### src/rtl/proc_pkg.sv
// Shared Project3 processor definitions: register width,
// opcodes, scoreboard slot type and operand-use decode.
package proc_pkg;

    localparam int REGNOBITS = 4;

    localparam logic [3:0] OP1_ALUR  = 4'b0000;
    localparam logic [3:0] OP1_ALUI  = 4'b1000;
    localparam logic [3:0] OP1_CMPR  = 4'b0010;
    localparam logic [3:0] OP1_CMPI  = 4'b1010;
    localparam logic [3:0] OP1_BCOND = 4'b0110;
    localparam logic [3:0] OP1_SW    = 4'b0101;
    localparam logic [3:0] OP1_LW    = 4'b1001;
    localparam logic [3:0] OP1_JAL   = 4'b1011;

    // One bit per opcode: set where the instruction reads that operand.
    localparam logic [15:0] USESRS_MASK =
        (16'h1 << OP1_ALUR) | (16'h1 << OP1_ALUI) |
        (16'h1 << OP1_CMPR) | (16'h1 << OP1_CMPI) |
        (16'h1 << OP1_BCOND) | (16'h1 << OP1_SW) |
        (16'h1 << OP1_LW) | (16'h1 << OP1_JAL);

    localparam logic [15:0] USESRT_MASK =
        (16'h1 << OP1_ALUR) | (16'h1 << OP1_CMPR) |
        (16'h1 << OP1_BCOND) | (16'h1 << OP1_SW);

    typedef struct packed {
        logic                 valid;
        logic [REGNOBITS-1:0] regno;
    } sb_slot_t;

    function automatic logic op_uses_rs(input logic [3:0] op1);
        return USESRS_MASK[op1];
    endfunction

    function automatic logic op_uses_rt(input logic [3:0] op1);
        return USESRT_MASK[op1];
    endfunction

endpackage

### src/rtl/sat_counter.sv
// Saturating up-counter with synchronous clear.
// Clear wins over increment; the count never wraps.
module sat_counter #(
    parameter int W = 16
) (
    input  logic         clk,
    input  logic         reset_n,
    input  logic         inc,
    input  logic         clr,
    output logic [W-1:0] q
);

    // Count up on inc, stick at all-ones, clear on request.
    always_ff @(posedge clk or negedge reset_n) begin
        if (!reset_n) begin
            q <= '0;
        end else if (clr) begin
            q <= '0;
        end else if (inc && (q != {W{1'b1}})) begin
            q <= q + 1'b1;
        end
    end

endmodule

### src/rtl/hazard_ctrl.sv
// F/D/A/M hazard and redirect controller: RAW stall via a
// two-slot write scoreboard, mispredict squash, perf counters.
module hazard_ctrl
    import proc_pkg::*;
#(
    parameter int CNTBITS = 16,
    parameter int NSLOTS  = 2
) (
    input  logic                 clk,
    input  logic                 reset_n,
    input  logic                 valid_D,
    input  logic [REGNOBITS-1:0] rs_D,
    input  logic [REGNOBITS-1:0] rt_D,
    input  logic                 usesrs_D,
    input  logic                 usesrt_D,
    input  logic                 wrreg_D,
    input  logic [REGNOBITS-1:0] wregno_D,
    input  logic                 mispred_A,
    output logic                 stall_F,
    output logic                 flush_D,
    output logic                 busy_A,
    output logic                 busy_M,
    output logic [CNTBITS-1:0]   stallcnt,
    output logic [CNTBITS-1:0]   flushcnt,
    input  logic                 cntclr
);

    if (NSLOTS != 2) begin : g_bad_nslots
        $error("hazard_ctrl: NSLOTS must be 2");
    end

    sb_slot_t slot_a;
    sb_slot_t slot_m;
    logic     hit_s;
    logic     hit_t;
    logic     haz;

    // Compare D sources against both older in-flight writers.
    always_comb begin
        hit_s = 1'b0;
        hit_t = 1'b0;
        haz   = 1'b0;
        hit_s = usesrs_D &
            ((slot_a.valid & (slot_a.regno == rs_D)) |
             (slot_m.valid & (slot_m.regno == rs_D)));
        hit_t = usesrt_D &
            ((slot_a.valid & (slot_a.regno == rt_D)) |
             (slot_m.valid & (slot_m.regno == rt_D)));
        haz = valid_D & (hit_s | hit_t);
    end

    // Mispredict beats hazard; reset forces a bubble with no stall.
    always_comb begin
        stall_F = 1'b0;
        flush_D = 1'b0;
        if (!reset_n) begin
            flush_D = 1'b1;
        end else if (mispred_A) begin
            flush_D = 1'b1;
        end else if (haz) begin
            stall_F = 1'b1;
            flush_D = 1'b1;
        end
    end

    // Advance the scoreboard: A moves to M, D (or a bubble) into A.
    always_ff @(posedge clk or negedge reset_n) begin
        if (!reset_n) begin
            slot_a <= '0;
            slot_m <= '0;
        end else begin
            slot_m       <= slot_a;
            slot_a.valid <= valid_D & wrreg_D & ~flush_D;
            slot_a.regno <= wregno_D;
        end
    end

    assign busy_A = slot_a.valid;
    assign busy_M = slot_m.valid;

    sat_counter #(.W(CNTBITS)) u_stallcnt (
        .clk     (clk),
        .reset_n (reset_n),
        .inc     (stall_F),
        .clr     (cntclr),
        .q       (stallcnt)
    );

    sat_counter #(.W(CNTBITS)) u_flushcnt (
        .clk     (clk),
        .reset_n (reset_n),
        .inc     (mispred_A),
        .clr     (cntclr),
        .q       (flushcnt)
    );

endmodule
### config.mk
export PLATFORM = sky130hd
export DESIGN_NAME = hazard_ctrl
export DESIGN_NICKNAME = d
export VERILOG_FILES = /design/src/rtl/proc_pkg.sv /design/src/rtl/sat_counter.sv /design/src/rtl/hazard_ctrl.sv
export SDC_FILE = /design/constraint.sdc
export NUM_CORES = 1
export LEC_CHECK = 0
export CAP_MARGIN = 20
export CORE_UTILIZATION = 50
export DETAILED_ROUTE_END_ITERATION = 10
export MAX_ROUTING_LAYER = met4
export PLACE_DENSITY = 0.84
export REMOVE_ABC_BUFFERS = 1
export SKIP_CTS_REPAIR_TIMING = 1
export SYNTH_ARGS = -nofsm -noshare
export SYNTH_HDL_FRONTEND = slang
export SYNTH_HIERARCHICAL = 1
export SYNTH_SLANG_ARGS = --single-unit
### constraint.sdc
create_clock -name clk -period 2.9 [get_ports clk]
set_input_delay 0.725 -clock clk [delete_from_list [all_inputs] [get_ports clk]]
set_output_delay 0.725 -clock clk [all_outputs]
set_load 0.1 [all_outputs]
# Word level (Yosys, flattened, before mapping)
# Cells that the tools add are included.
[classes] n_eq_ne=6 muxes=9 addsub=2 reduce_logical=4 n_bitwise=13
[ops] operator="16-bit two-way mux" count=4
[ops] operator="16-bit by 1-bit adder with 16-bit output, second input constant" count=2
[ops] operator="16-bit != test, second input constant" count=2
[ops] operator="4-bit equality test" count=4
[ops] operator="1-bit bitwise AND" count=9
[ops] operator="1-bit two-way mux" count=5
[ops] operator="2-bit nonzero test" count=2
[ops] operator="1-bit OR" count=3
[ops] operator="1-bit logical AND" count=2
[ops] operator="1-bit inverter" count=1
[totals] inputBits=20 reg_bits=42

# Depth between registers and ports, before layout
# Gate-level depths: netlist of the first run.
[depth] ltp_word=12 mapped_depth=10 depth_no_buf=8

# By module
# Netlist of the first run, hierarchy kept.
[by_module_without_submodules] mod="sat_counter" n_inst=2 area_each_um2=942.2 cells_each=98 seq_area_each_um2=400.4
[by_module_without_submodules] mod="hazard_ctrl" n_inst=1 area_each_um2=480.5 cells_each=41 seq_area_each_um2=250.2

# Least setup slack after synthesis of the first run
# No wires, ideal clock.
[synth_path] path_type="reg2reg" startpoint="register slot_m, in the netlist busy_M" endpoint="register u_stallcnt.q[3]" setup_time_ns=0.078 n_path_buf=1 path_stages_with_launch=9 required_time_ns=2.822 path_slack_ns=-2.260 t_arrival_ns=5.082 synth_period_minus_slack_ns=5.160 cell_sequence="dfrtp_1 > nand4_1 > nor4_1 > a31oi_1 > a21boi_0 > inv_1 > clkbuf_1 > or4_2 > a21oi_1"
[synth_between] elab_chain_len=10
[synth_rtl] item="from (decl)" line_no="hazard_ctrl.sv:33" source="sb_slot_t slot_m;"
[synth_rtl] item="from (signal assigned)" line_no="hazard_ctrl.sv:72" source="slot_m <= slot_a;"
[synth_rtl] item="1-bit bitwise AND (on tied branches)" line_no="hazard_ctrl.sv:45, hazard_ctrl.sv:48"
[synth_rtl] item="1-bit OR (on tied branches)" line_no="hazard_ctrl.sv:44, hazard_ctrl.sv:47"
[synth_rtl] item="1-bit bitwise AND (on tied branches)" line_no="hazard_ctrl.sv:43, hazard_ctrl.sv:46"
[synth_rtl] item="1-bit OR *" line_no="hazard_ctrl.sv:49" source="haz = valid_D & (hit_s | hit_t);"
[synth_rtl] item="1-bit bitwise AND *" line_no="hazard_ctrl.sv:49"
[synth_rtl] item="1-bit two-way mux *" line_no="hazard_ctrl.sv:60" source="end else if (haz) begin"
[synth_rtl] item="1-bit two-way mux *" line_no="hazard_ctrl.sv:58" source="end else if (mispred_A) begin"
[synth_rtl] item="1-bit two-way mux *" line_no="hazard_ctrl.sv:56" source="if (!reset_n) begin"
[synth_rtl] item="named net stall_F" line_no="hazard_ctrl.sv:19" source="output logic stall_F,"
[synth_rtl] item="1-bit logical AND *" line_no="sat_counter.sv:19" source="end else if (inc && (q != {W{1'b1}})) begin"
[synth_rtl] item="2-bit nonzero test (no source line) *"
[synth_rtl] item="to (signal assigned)" line_no="sat_counter.sv:20" source="q <= q + 1'b1;"
[synth_rtl] item="to (decl)" line_no="sat_counter.sv:10" source="output logic [W-1:0] q"
# The timed path passes the listed nets; every way through them passes the cells marked *.
# A chain may end at the register's enable or synchronous reset.

# Worst setup path after layout of the first run
[layout_path] startpoint="input rs_D[2]" endpoint="output stall_F"
[layout_between] elab_chain_len=9
[layout_rtl] item="from (decl)" line_no="hazard_ctrl.sv:12" source="input logic [REGNOBITS-1:0] rs_D,"
[layout_rtl] item="4-bit equality test (on tied branches)" line_no="hazard_ctrl.sv:44, hazard_ctrl.sv:45"
[layout_rtl] item="1-bit bitwise AND (on tied branches)" line_no="hazard_ctrl.sv:44, hazard_ctrl.sv:45"
[layout_rtl] item="1-bit OR *" line_no="hazard_ctrl.sv:44" source="((slot_a.valid & (slot_a.regno == rs_D)) |"
[layout_rtl] item="1-bit bitwise AND *" line_no="hazard_ctrl.sv:43" source="hit_s = usesrs_D &"
[layout_rtl] item="1-bit OR *" line_no="hazard_ctrl.sv:49"
[layout_rtl] item="1-bit bitwise AND *" line_no="hazard_ctrl.sv:49"
[layout_rtl] item="1-bit two-way mux *" line_no="hazard_ctrl.sv:60"
[layout_rtl] item="1-bit two-way mux *" line_no="hazard_ctrl.sv:58"
[layout_rtl] item="1-bit two-way mux *" line_no="hazard_ctrl.sv:56"
[layout_rtl] item="to (decl)" line_no="hazard_ctrl.sv:19"
# Every way passes the cells marked *; elsewhere a longest branch is shown, timed or not.

==> results.py, run 1 <==
metrics = {
    "outcome": {
        "status": "finished with violations",
        "failed_checks": "DRC",
    },
    "die": {
        "start_util": 0.532,
        "io_pins": 56,
        "die_area_mm2": 0.00501,
        "core_area_mm2": 0.00444,
        "die_h_um": 70.8,
        "row_count": 24,
        "chipWidth_um": 70.8,
    },
    "final_layout": {
        "area_delta_synth_final_pct": 31.6,
        "final.fill_count": 349,
        "instances_no_fill": 356,
        "multi_input_area_mm2": 0.00126,
        "final_common_cell": "buf_4",
        "register_area_mm2": 0.00105,
        "drive_above_1_share": 0.260,
        "layout_common_cells": "buf_4, dfrtp_1, a21oi_1, nand4_1, o31ai_1",
        "nets": 325,
        "antennaDiodeCount": 0,
    },
    "job": {
        "maxCapViolations": 0,
    },
    "routing": {
        "viasPerCell": 6.06,
        "drc": 12,
        "drt_wl_total_um": 5560,
        "drtPass1Iterations": 7,
        "postRouteAntennaNets": 0,
        "first_iter_violations": 113,
        "vias": 2158,
        "avgRoutedWirePerCell_um": 15.6,
    },
    "logic_synthesis": {
        "syn_area_mm2": 0.00236,
        "ys_ff_latch": 42,
        "yosysTopAreaCell": "dfrtp_1",
        "avgSynthCellArea_um2": 9.98,
        "netlist_instances": 237,
        "yosys-top-cells-area": "dfrtp_1, a21oi_1, o31ai_1",
        "yosysUniqueCellTypes": 32,
        "ys_warn_count": 6,
        "yosysSeqAreaShare": 0.444,
        "synthDominantCellAreaShare": 0.444,
    },
    "global_routing": {
        "grt_util_all_layers": 0.242,
        "grt_pass1_wl_um": 9380,
        "grt_max_degree": 43,
        "overflow": 0,
        "grt_pass1_vias": 2101,
        "antenna_found_initial": 0,
    },
    "critical_path": {
        "cp_max_fo": 3,
        "crit_arrival_ps": 2090,
        "cp.required_ps": 2170,
        "start_kind": "primary input",
        "path_class": "primary input to output pin",
        "crit_path_end_kind": "output pin",
        "r2r_cells": 10,
    },
    "timing": {
        "tightestPinTransition_ps": 550,
        "period_minus_slack_ps": 2810,
        "maxSlewViolCount": 0,
        "setup_ws_ps": 87.6,
        "final-setup-viol-count": 0,
        "tns_ps": 0,
        "max-slew-margin-rel": 0.630,
        "fin_skew_ps": 9.22,
        "post-route-period-util": 0.970,
        "hold_viol_final": 0,
        "fmax_mhz": 356,
    },
    "min_path": {
        "hp-class": "flip-flop to flip-flop",
        "hold_depth": 0,
    },
    "clock_network": {
        "clock_latency_ps": 300,
        "root_buffer": "clkbuf_8",
        "cts.sink_count": 42,
        "clockBufferDepth": 2,
        "cts_buffers": 5,
        "cts_tree": "done",
        "cts_max_level": 2,
        "clk_pin_slew_ps": 80,
    },
    "power": {
        "power.density_mw_per_mm2": 360,
        "p_leak_uw": 0.00144,
        "ir_worst_vdd_mv": 0.239,
    },
    "place": {
        "dp.cells": 347,
        "place_hpwl_um": 3870,
        "port_buffers": 55,
        "place.gp.congestion": 0.933,
        "dp_slack_ps": -289,
    },
}
[kinds of logic after synthesis]
kind of cell | Yosys count | share of synthesized area
xor+xnor | 16 | 0.0593
flops | 42 | 0.444
mux | 8 | 0.0381
buf+inv | 16 | 0.0317
compound gates | 50 | 0.135
fa+ha+maj | 2 | 0.0106
simple gates | 103 | 0.281
[worst max-delay path: stages]
cell and delay (ps):
dlymetal6s2s_1 150, xnor2_1 180, nand4_1 130, nor4_2 270, a31oi_1 110, a21boi_1 190, buf_4 160, buf_12 160
[worst paths after layout]
path | to | start | slack, ps
setup / recovery | stall_F | rs_D[2] | 90
hold / removal | busy_M$_DFF_PN0_ | busy_A$_DFF_PN0_ | 430
setup reg to reg | u_stallcnt/q[15]$_DFFE_PN0P_ | slot_m[2]$_DFF_PN0_ | 430
hold reg to reg | busy_M$_DFF_PN0_ | busy_A$_DFF_PN0_ | 430
max in group asynchronous | slot_a[0]$_DFF_PN0_ | reset_n | 2030
min in group asynchronous | u_flushcnt/q[13]$_DFFE_PN0P_ | reset_n | 510
[metal layers]
metal  share of wire  track usage  vias to the layer above
met2            0.48        0.395                       56
met5               0            -                        -
met3           0.046       0.0442                        9
met1            0.45        0.303                     1048
li1                -            -                     1045
met4           0.017       0.0844                        0
[where the power goes]
| part | total, uW | switching, uW | internal [uW] |
|---|---|---|---|
| Combinational | 124 | 76.7 | 47.1 |
| Sequential | 603 | 9.27 | 594 |
| Clock | 395 | 203 | 192 |
[stage by stage]
| stage | total power, uW | util | area [um^2] | hold WS [ps] |
|---|---|---|---|---|
| floorplan | 666 | - | 2310 | 409 |
| global placement | 736 | 0.668 | 2970 | 420 |
| detailed placement | 738 | 0.668 | 2970 | 424 |
| CTS | 1130 | 0.688 | 3060 | 434 |
| global route | 1160 | 0.700 | 3110 | 446 |
| finish | 1120 | 0.700 | 3110 | 432 |
[registers in the layout (all words and copies together), names as in the netlist]
name,count
busy_M,1
u_stallcnt/q,16
slot_m,4
busy_A,1
u_flushcnt/q,16
slot_a,4
[layout make-up]
type                    count  area share
flip-flops and latches     42       0.338
repair buffers             69       0.201
clock buffers               7      0.0277
inverters                   6     0.00723
multi-input cells         179       0.404
well taps                  52      0.0209
clock inverters             1     0.00161
[synthesized netlist by cell type]
| cell | instances |
|---|---|
| nor2_1 | 9 |
| dfrtp_1 | 42 |
| nor4_4 | 2 |
| or3_2 | 2 |
| nor3_1 | 3 |
| and4_2 | 4 |
| xnor2_1 | 4 |
| o21ai_1 | 6 |
| nand4_1 | 15 |
| and3_1 | 7 |
| a21oi_1 | 22 |
| ha_1 | 2 |
| nor4_1 | 11 |
| a211oi_2 | 2 |
| a21boi_0 | 1 |
| inv_1 | 6 |
| clkbuf_1 | 8 |
| nand4_2 | 2 |
| mux2_1 | 8 |
| buf_6 | 2 |
| or3_1 | 4 |
| a31oi_1 | 1 |
| xor2_1 | 12 |
| o211ai_2 | 2 |
| nand2_1 | 12 |
| o21ai_0 | 2 |
| nand3_1 | 7 |
| o31ai_1 | 14 |
| nand3b_1 | 2 |
| or4_2 | 4 |
| nor2b_1 | 9 |
| or4_1 | 10 |
Note: power is estimated with default switching activity, not from simulation.
==> run 2, diff against run 1 <==
--- a/config.mk
+++ b/config.mk
@@ -6,10 +6,12 @@
 export NUM_CORES = 1
 export LEC_CHECK = 0
 export CAP_MARGIN = 20
-export CORE_UTILIZATION = 50
+export CORE_MARGIN = 4
+export CORE_UTILIZATION = 52
+export CTS_BUF_LIST = sky130_fd_sc_hd__clkbuf_4
 export DETAILED_ROUTE_END_ITERATION = 10
 export MAX_ROUTING_LAYER = met4
-export PLACE_DENSITY = 0.84
+export PLACE_DENSITY = 0.87
 export REMOVE_ABC_BUFFERS = 1
 export SKIP_CTS_REPAIR_TIMING = 1
 export SYNTH_ARGS = -nofsm -noshare
==> run 2 against run 1 <==
Compared with the run above: critical path depth unchanged; cell count fell by 0.56%; maximum frequency rose by 0.75%; first-iteration DRC count increased by 65%; final area fell by 2.1%; die area rose by 14%; sequential share of layout area grew 0.72 points; clock-buffer cell count fell by 1; global-route usage fell by 3.1 points; critical endpoint unchanged; the run now ends clean.
==> results.py, run 2 (synthesized netlist as in run 1, its figures left out) <==
metrics = {
    "die": {
        "io_pins": 56,
        "core_area_mm2": 0.00438,
        "start_util": 0.539,
        "die_area_mm2": 0.00569,
        "die_h_um": 75.4,
        "row_count": 24,
        "chipWidth_um": 75.4,
    },
    "routing": {
        "drtPass1Iterations": 4,
        "postRouteAntennaNets": 0,
        "drc": 0,
        "avgRoutedWirePerCell_um": 16.2,
        "first_iter_violations": 187,
        "viasPerCell": 6.03,
        "drt_wl_total_um": 5730,
        "vias": 2134,
    },
    "final_layout": {
        "antennaDiodeCount": 0,
        "final_util": 0.695,
        "layout_common_cells": "buf_4, dfrtp_1, a21oi_1, nand4_1, o31ai_1",
        "final.fill_count": 336,
        "drive_above_1_share": 0.248,
        "area_delta_synth_final_pct": 28.9,
        "nets": 323,
        "instances_no_fill": 354,
        "top_regs": "u_flushcnt/q: 16 flops, u_stallcnt/q: 16 flops",
        "final_common_cell": "buf_4",
    },
    "place": {
        "place_hpwl_um": 4010,
        "dp.cells": 344,
        "place.gp.congestion": 0.819,
        "port_buffers": 55,
    },
    "clock_network": {
        "cts_max_level": 2,
        "cts.sink_count": 42,
        "clk_pin_slew_ps": 110,
        "root_buffer": "clkbuf_4",
        "clock_latency_ps": 340,
        "cts_buffers": 5,
        "clockBufferDepth": 2,
        "cts_tree": "done",
    },
    "timing": {
        "maxSlewViolCount": 0,
        "hold_viol_final": 0,
        "fin_skew_ps": 7.05,
        "final-setup-viol-count": 0,
        "period_minus_slack_ps": 2790,
        "rsz0062_at_grt": "false",
        "post-route-period-util": 0.963,
        "fmax_mhz": 358,
        "tightestPinTransition_ps": 590,
        "max-slew-margin-rel": 0.606,
    },
    "global_routing": {
        "overflow": 0,
        "grt_pass1_wl_um": 9140,
        "grt_max_degree": 43,
        "grt_use_met3": 0.0409,
        "use_met1": 0.274,
        "grt_util_all_layers": 0.210,
        "antenna_found_initial": 0,
        "grt_use_met2": 0.334,
        "busiest_layer": "met2",
        "grt_pass1_vias": 2043,
    },
    "min_path": {
        "hp-class": "flip-flop to flip-flop",
    },
    "power": {
        "power.density_mw_per_mm2": 329,
        "ir_worst_vdd_mv": 0.248,
        "p_leak_uw": 0.00142,
    },
    "outcome": {
        "status": "complete, no violations",
    },
    "critical_path": {
        "start_kind": "primary input",
        "crit_arrival_ps": 2070,
        "crit_path_end_kind": "output pin",
        "cp_max_fo": 3,
        "cp.required_ps": 2170,
        "path_class": "primary input to output pin",
    },
    "job": {
        "maxCapViolations": 0,
    },
}
-- run 2: layer usage --
metal	share of wire	vias to the layer above	wire length (um)
met2	0.49	61	2780
li1	-	1037	-
met4	0.0075	0	43
met3	0.046	6	266
met5	0	-	0
met1	0.46	1030	2640
-- run 2: path summary, 6_finish.rpt --
path                                     start                            to  slack, ps  cells past startpoint
setup / recovery                       rt_D[2]                       stall_F        110                      8
hold / removal             slot_a[3]$_DFF_PN0_           slot_m[3]$_DFF_PN0_        450                      0
setup reg to reg           slot_a[2]$_DFF_PN0_  u_stallcnt/q[15]$_DFFE_PN0P_        380                     10
hold reg to reg            slot_a[3]$_DFF_PN0_           slot_m[3]$_DFF_PN0_        450                      0
max in group asynchronous              reset_n  u_flushcnt/q[15]$_DFFE_PN0P_       2060                      2
min in group asynchronous              reset_n  u_stallcnt/q[14]$_DFFE_PN0P_        470                      2
-- run 2: worst max-delay path: stages --
cell,delay (ps)
dlymetal6s2s_1,160
xnor2_1,140
nand4_1,120
nor4_1,280
nor2_1,120
a21boi_1,200
buf_4,160
buf_12,160
-- run 2: cell type report --
class,count,area (um^2),area share
clock inverter,2,8.76,0.00287
sequential,42,1050,0.345
timing repair buffer,67,611,0.200
multi-input combinational,179,1240,0.408
inverter,6,22.5,0.00739
tap,52,65.1,0.0213
clock buffer,6,45.0,0.0148
-- run 2: stage by stage --
stage / TNS, ps / instance area (um^2) / hold slack [ps] / total power (uW) / worst slack (ps)
floorplan: -41520 / 2310 / 409 / 666 / -2820
finish: 0 / 3050 / 448 / 1000 / 108
CTS: -240 / 3000 / 452 / 1020 / -240
global route: 0 / 3050 / 466 / 1060 / 42.7
detailed placement: -2870 / 2950 / 425 / 737 / -330
global placement: -1720 / 2950 / 422 / 735 / -207
-- run 2: power by group --
part	leakage (uW)	internal, uW	switching [uW]
logic	0.000817	45.1	75.5
clock network	0.0000331	101	180
registers	0.000567	594	9.21
==> run 3, diff against run 2 <==
--- a/config.mk
+++ b/config.mk
@@ -7,14 +7,14 @@
 export LEC_CHECK = 0
 export CAP_MARGIN = 20
 export CORE_MARGIN = 4
-export CORE_UTILIZATION = 52
+export CORE_UTILIZATION = 59
 export CTS_BUF_LIST = sky130_fd_sc_hd__clkbuf_4
 export DETAILED_ROUTE_END_ITERATION = 10
+export DONT_BUFFER_PORTS = 1
 export MAX_ROUTING_LAYER = met4
-export PLACE_DENSITY = 0.87
+export PLACE_DENSITY = 0.79
 export REMOVE_ABC_BUFFERS = 1
 export SKIP_CTS_REPAIR_TIMING = 1
 export SYNTH_ARGS = -nofsm -noshare
 export SYNTH_HDL_FRONTEND = slang
-export SYNTH_HIERARCHICAL = 1
 export SYNTH_SLANG_ARGS = --single-unit
==> run 3 against run 2 <==
Compared with the run above: utilization grew 2.5 points; setup slack gained 76 ps; largest power group unchanged; sequential power is essentially flat; non-clock buffer count shrank 30; synthesized area shrank 3.2%; clock skew grew 2.1 ps; global-route usage grew 1.6 points; combinational power shrank 26%.
==> results.py, run 3 <==
metrics = {
    "logic_synthesis": {
        "ys_ff_latch": 42,
        "synth_top_family_by_area": "simple AND/OR/NAND/NOR gates",
        "avgSynthCellArea_um2": 9.86,
        "synthDominantCellAreaShare": 0.459,
        "yosys-top-cells-area": "dfrtp_1, xor2_1, nand4_1",
        "synth_common_cells": "dfrtp_1, nor2_1, xor2_1",
        "synth_compound_area_frac": 0.0787,
        "netlist_instances": 232,
        "synth_fa_ha_area_frac": 0.0109,
        "yosysUniqueCellTypes": 36,
        "yosysSeqAreaShare": 0.459,
        "ys.flop_type": "dfrtp_1",
        "yosysTopAreaCell": "dfrtp_1",
        "synth_xor_area_frac": 0.107,
        "syn_area_mm2": 0.00229,
        "yosys.area_share.simple": 0.285,
        "muxShareOfSynthArea": 0.0197,
        "synthArstFlopShare": 1.00,
        "ys_warn_count": 0,
        "synth_edf_count": 0,
        "synth.most_common_cell": "dfrtp_1",
    },
    "critical_path": {
        "slowest_stage": "dfrtp_1",
        "cp.required_ps": 2170,
        "ff2ff_setup_slack_ps": 850,
        "max_stage_delay_ps": 430,
        "crit_path_end_kind": "output pin",
        "r2r_start": "u_stallcnt.q[5]$_DFFE_PN0P_",
        "crit_arrival_ps": 1990,
        "cp_max_fo": 27,
        "path_class": "flip-flop to output pin",
        "start_kind": "flip-flop",
        "r2r_end": "u_stallcnt.q[9]$_DFFE_PN0P_",
        "r2r_cells": 6,
        "path_cells": "xor2_1 > nor3_1 > nand4_1 > and4_4 > nor2_2 > buf_12",
    },
    "final_layout": {
        "instances_no_fill": 314,
        "antennaDiodeCount": 0,
        "layout_common_cells": "dfrtp_1, buf_4, xor2_1, nor2_1",
        "final_common_cell": "dfrtp_1",
        "area_delta_synth_final_pct": 16.9,
        "nets": 287,
        "drive_above_1_share": 0.211,
        "top_regs": "u_flushcnt.q: 16 flops, u_stallcnt.q: 16 flops",
    },
    "timing": {
        "fmax_mhz": 368,
        "maxSlewViolCount": 0,
        "rsz0062_at_grt": "false",
        "final-setup-viol-count": 0,
        "period_minus_slack_ps": 2720,
        "post-route-period-util": 0.936,
        "max-slew-margin-rel": 0.764,
        "tightestPinTransition_ps": 352,
        "hold_viol_final": 0,
        "fin_skew_ps": 9.20,
        "tns_ps": 0,
    },
    "clock_network": {
        "cts_max_level": 2,
        "cts_buffers": 5,
        "cts_tree": "done",
        "clk_pin_slew_ps": 130,
        "clock_latency_ps": 360,
        "root_buffer": "clkbuf_4",
        "clockBufferDepth": 2,
        "cts.sink_count": 42,
    },
    "die": {
        "start_util": 0.616,
        "chipWidth_um": 70.3,
        "io_pins": 56,
        "die_h_um": 70.3,
        "row_count": 22,
        "die_area_mm2": 0.00494,
        "core_area_mm2": 0.00372,
    },
    "routing": {
        "postRouteAntennaNets": 0,
        "drc": 0,
        "drtPass1Iterations": 4,
        "drt_wl_total_um": 5130,
        "vias": 1869,
        "viasPerCell": 5.95,
        "avgRoutedWirePerCell_um": 16.3,
        "first_iter_violations": 164,
    },
    "place": {
        "port_buffers": 0,
        "place.gp.congestion": 0.906,
        "place_hpwl_um": 3740,
        "dp.cells": 305,
    },
    "global_routing": {
        "grt_pass1_vias": 1896,
        "grt_pass1_wl_um": 8770,
        "grt_util_all_layers": 0.227,
        "overflow": 0,
        "grt_max_degree": 45,
        "antenna_found_initial": 0,
    },
    "outcome": {
        "status": "complete, no violations",
    },
    "power": {
        "ir_worst_vdd_mv": 0.427,
        "p_leak_uw": 0.00117,
        "power_uw": 1070,
        "power.density_mw_per_mm2": 401,
    },
    "job": {
        "maxCapViolations": 0,
    },
    "min_path": {
        "hp-class": "primary input to async pin",
    },
}
[run 3: cell count changes in the layout (fill, tap and decap cells not counted), moves of 6 or more]
cell / before / now
nor2_1: 9 / 18
buf_4: 45 / 34
xor2_1: 12 / 18
a21oi_1: 22 / 14
and4_1: 0 / 7
mux2_1: 8 / 0
dlymetal6s2s_1: 11 / 0
o31ai_1: 14 / 8
xnor2_1: 4 / 10
nor3_1: 3 / 13
o21ai_1: 6 / 0
clkdlybuf4s50_1: 7 / 0
nor4_1: 10 / 2
[run 3: metal layers]
layer  wire, um  part of all wire  track usage  vias up
met2       2580              0.50        0.365       69
met5          0                 0            -        -
met3        427             0.083       0.0849       10
met4         97             0.019       0.0787        0
li1           -                 -            -      913
met1       2030              0.40        0.259      877
[run 3: area by class of cell]
| class | count | area [um^2] |
|---|---|---|
| multi-input combinational | 174 | 1150 |
| sequential | 42 | 1050 |
| fill | 298 | 1040 |
| timing repair buffer | 37 | 315 |
| tap | 48 | 60.1 |
| clock inverter | 3 | 43.8 |
| clock buffer | 5 | 37.5 |
| inverter | 5 | 18.8 |
[run 3: kinds of logic after synthesis]
group	Yosys count
DFF	42
muxes	4
AOI/OAI and AO/OA	30
adders and majority gates	2
xor gates and xnor gates	28
buffers and inverters	16
and+or+nand+nor	110
[run 3: per-stage QoR]
| step | cell area, um^2 | setup slack [ps] | hold WS (ps) | util |
|---|---|---|---|---|
| 4_1_cts | 2660 | 171 | 22.3 | 0.715 |
| 3_3_place_gp | 2570 | 340 | 422 | 0.693 |
| 3_5_place_dp | 2570 | 270 | 430 | 0.693 |
| 6_report | 2680 | 185 | 43.5 | 0.720 |
| 2_1_floorplan | 2220 | -592 | 409 | - |
| 5_1_grt | 2680 | 2.98 | 1.15 | 0.720 |
[run 3: worst max-delay path, delay by kind of cell (launching register included)]
kind,cells,cell delay (ps)
and+or+nand+nor,4,840
xor gates and xnor gates,1,170
DFF,1,430
buffers and inverters,1,190
[run 3: worst max-delay path by stage]
stage,endpoint,from
2_1_floorplan,stall_F,rs_D[0]
3_3_place_gp,stall_F,rs_D[0]
3_5_place_dp,stall_F,rs_D[0]
4_1_cts,stall_F,slot_a[1]$_DFF_PN0_
5_1_grt,stall_F,slot_m[0]$_DFF_PN0_
6_report,stall_F,slot_m[0]$_DFF_PN0_
[run 3: report_power, final]
| part | internal, uW | switching (uW) | total [uW] |
|---|---|---|---|
| Combinational | 29.2 | 60.3 | 89.4 |
| Clock | 183 | 197 | 380 |
| Sequential | 595 | 7.99 | 603 |
| Total | 807 | 265 | 1070 |
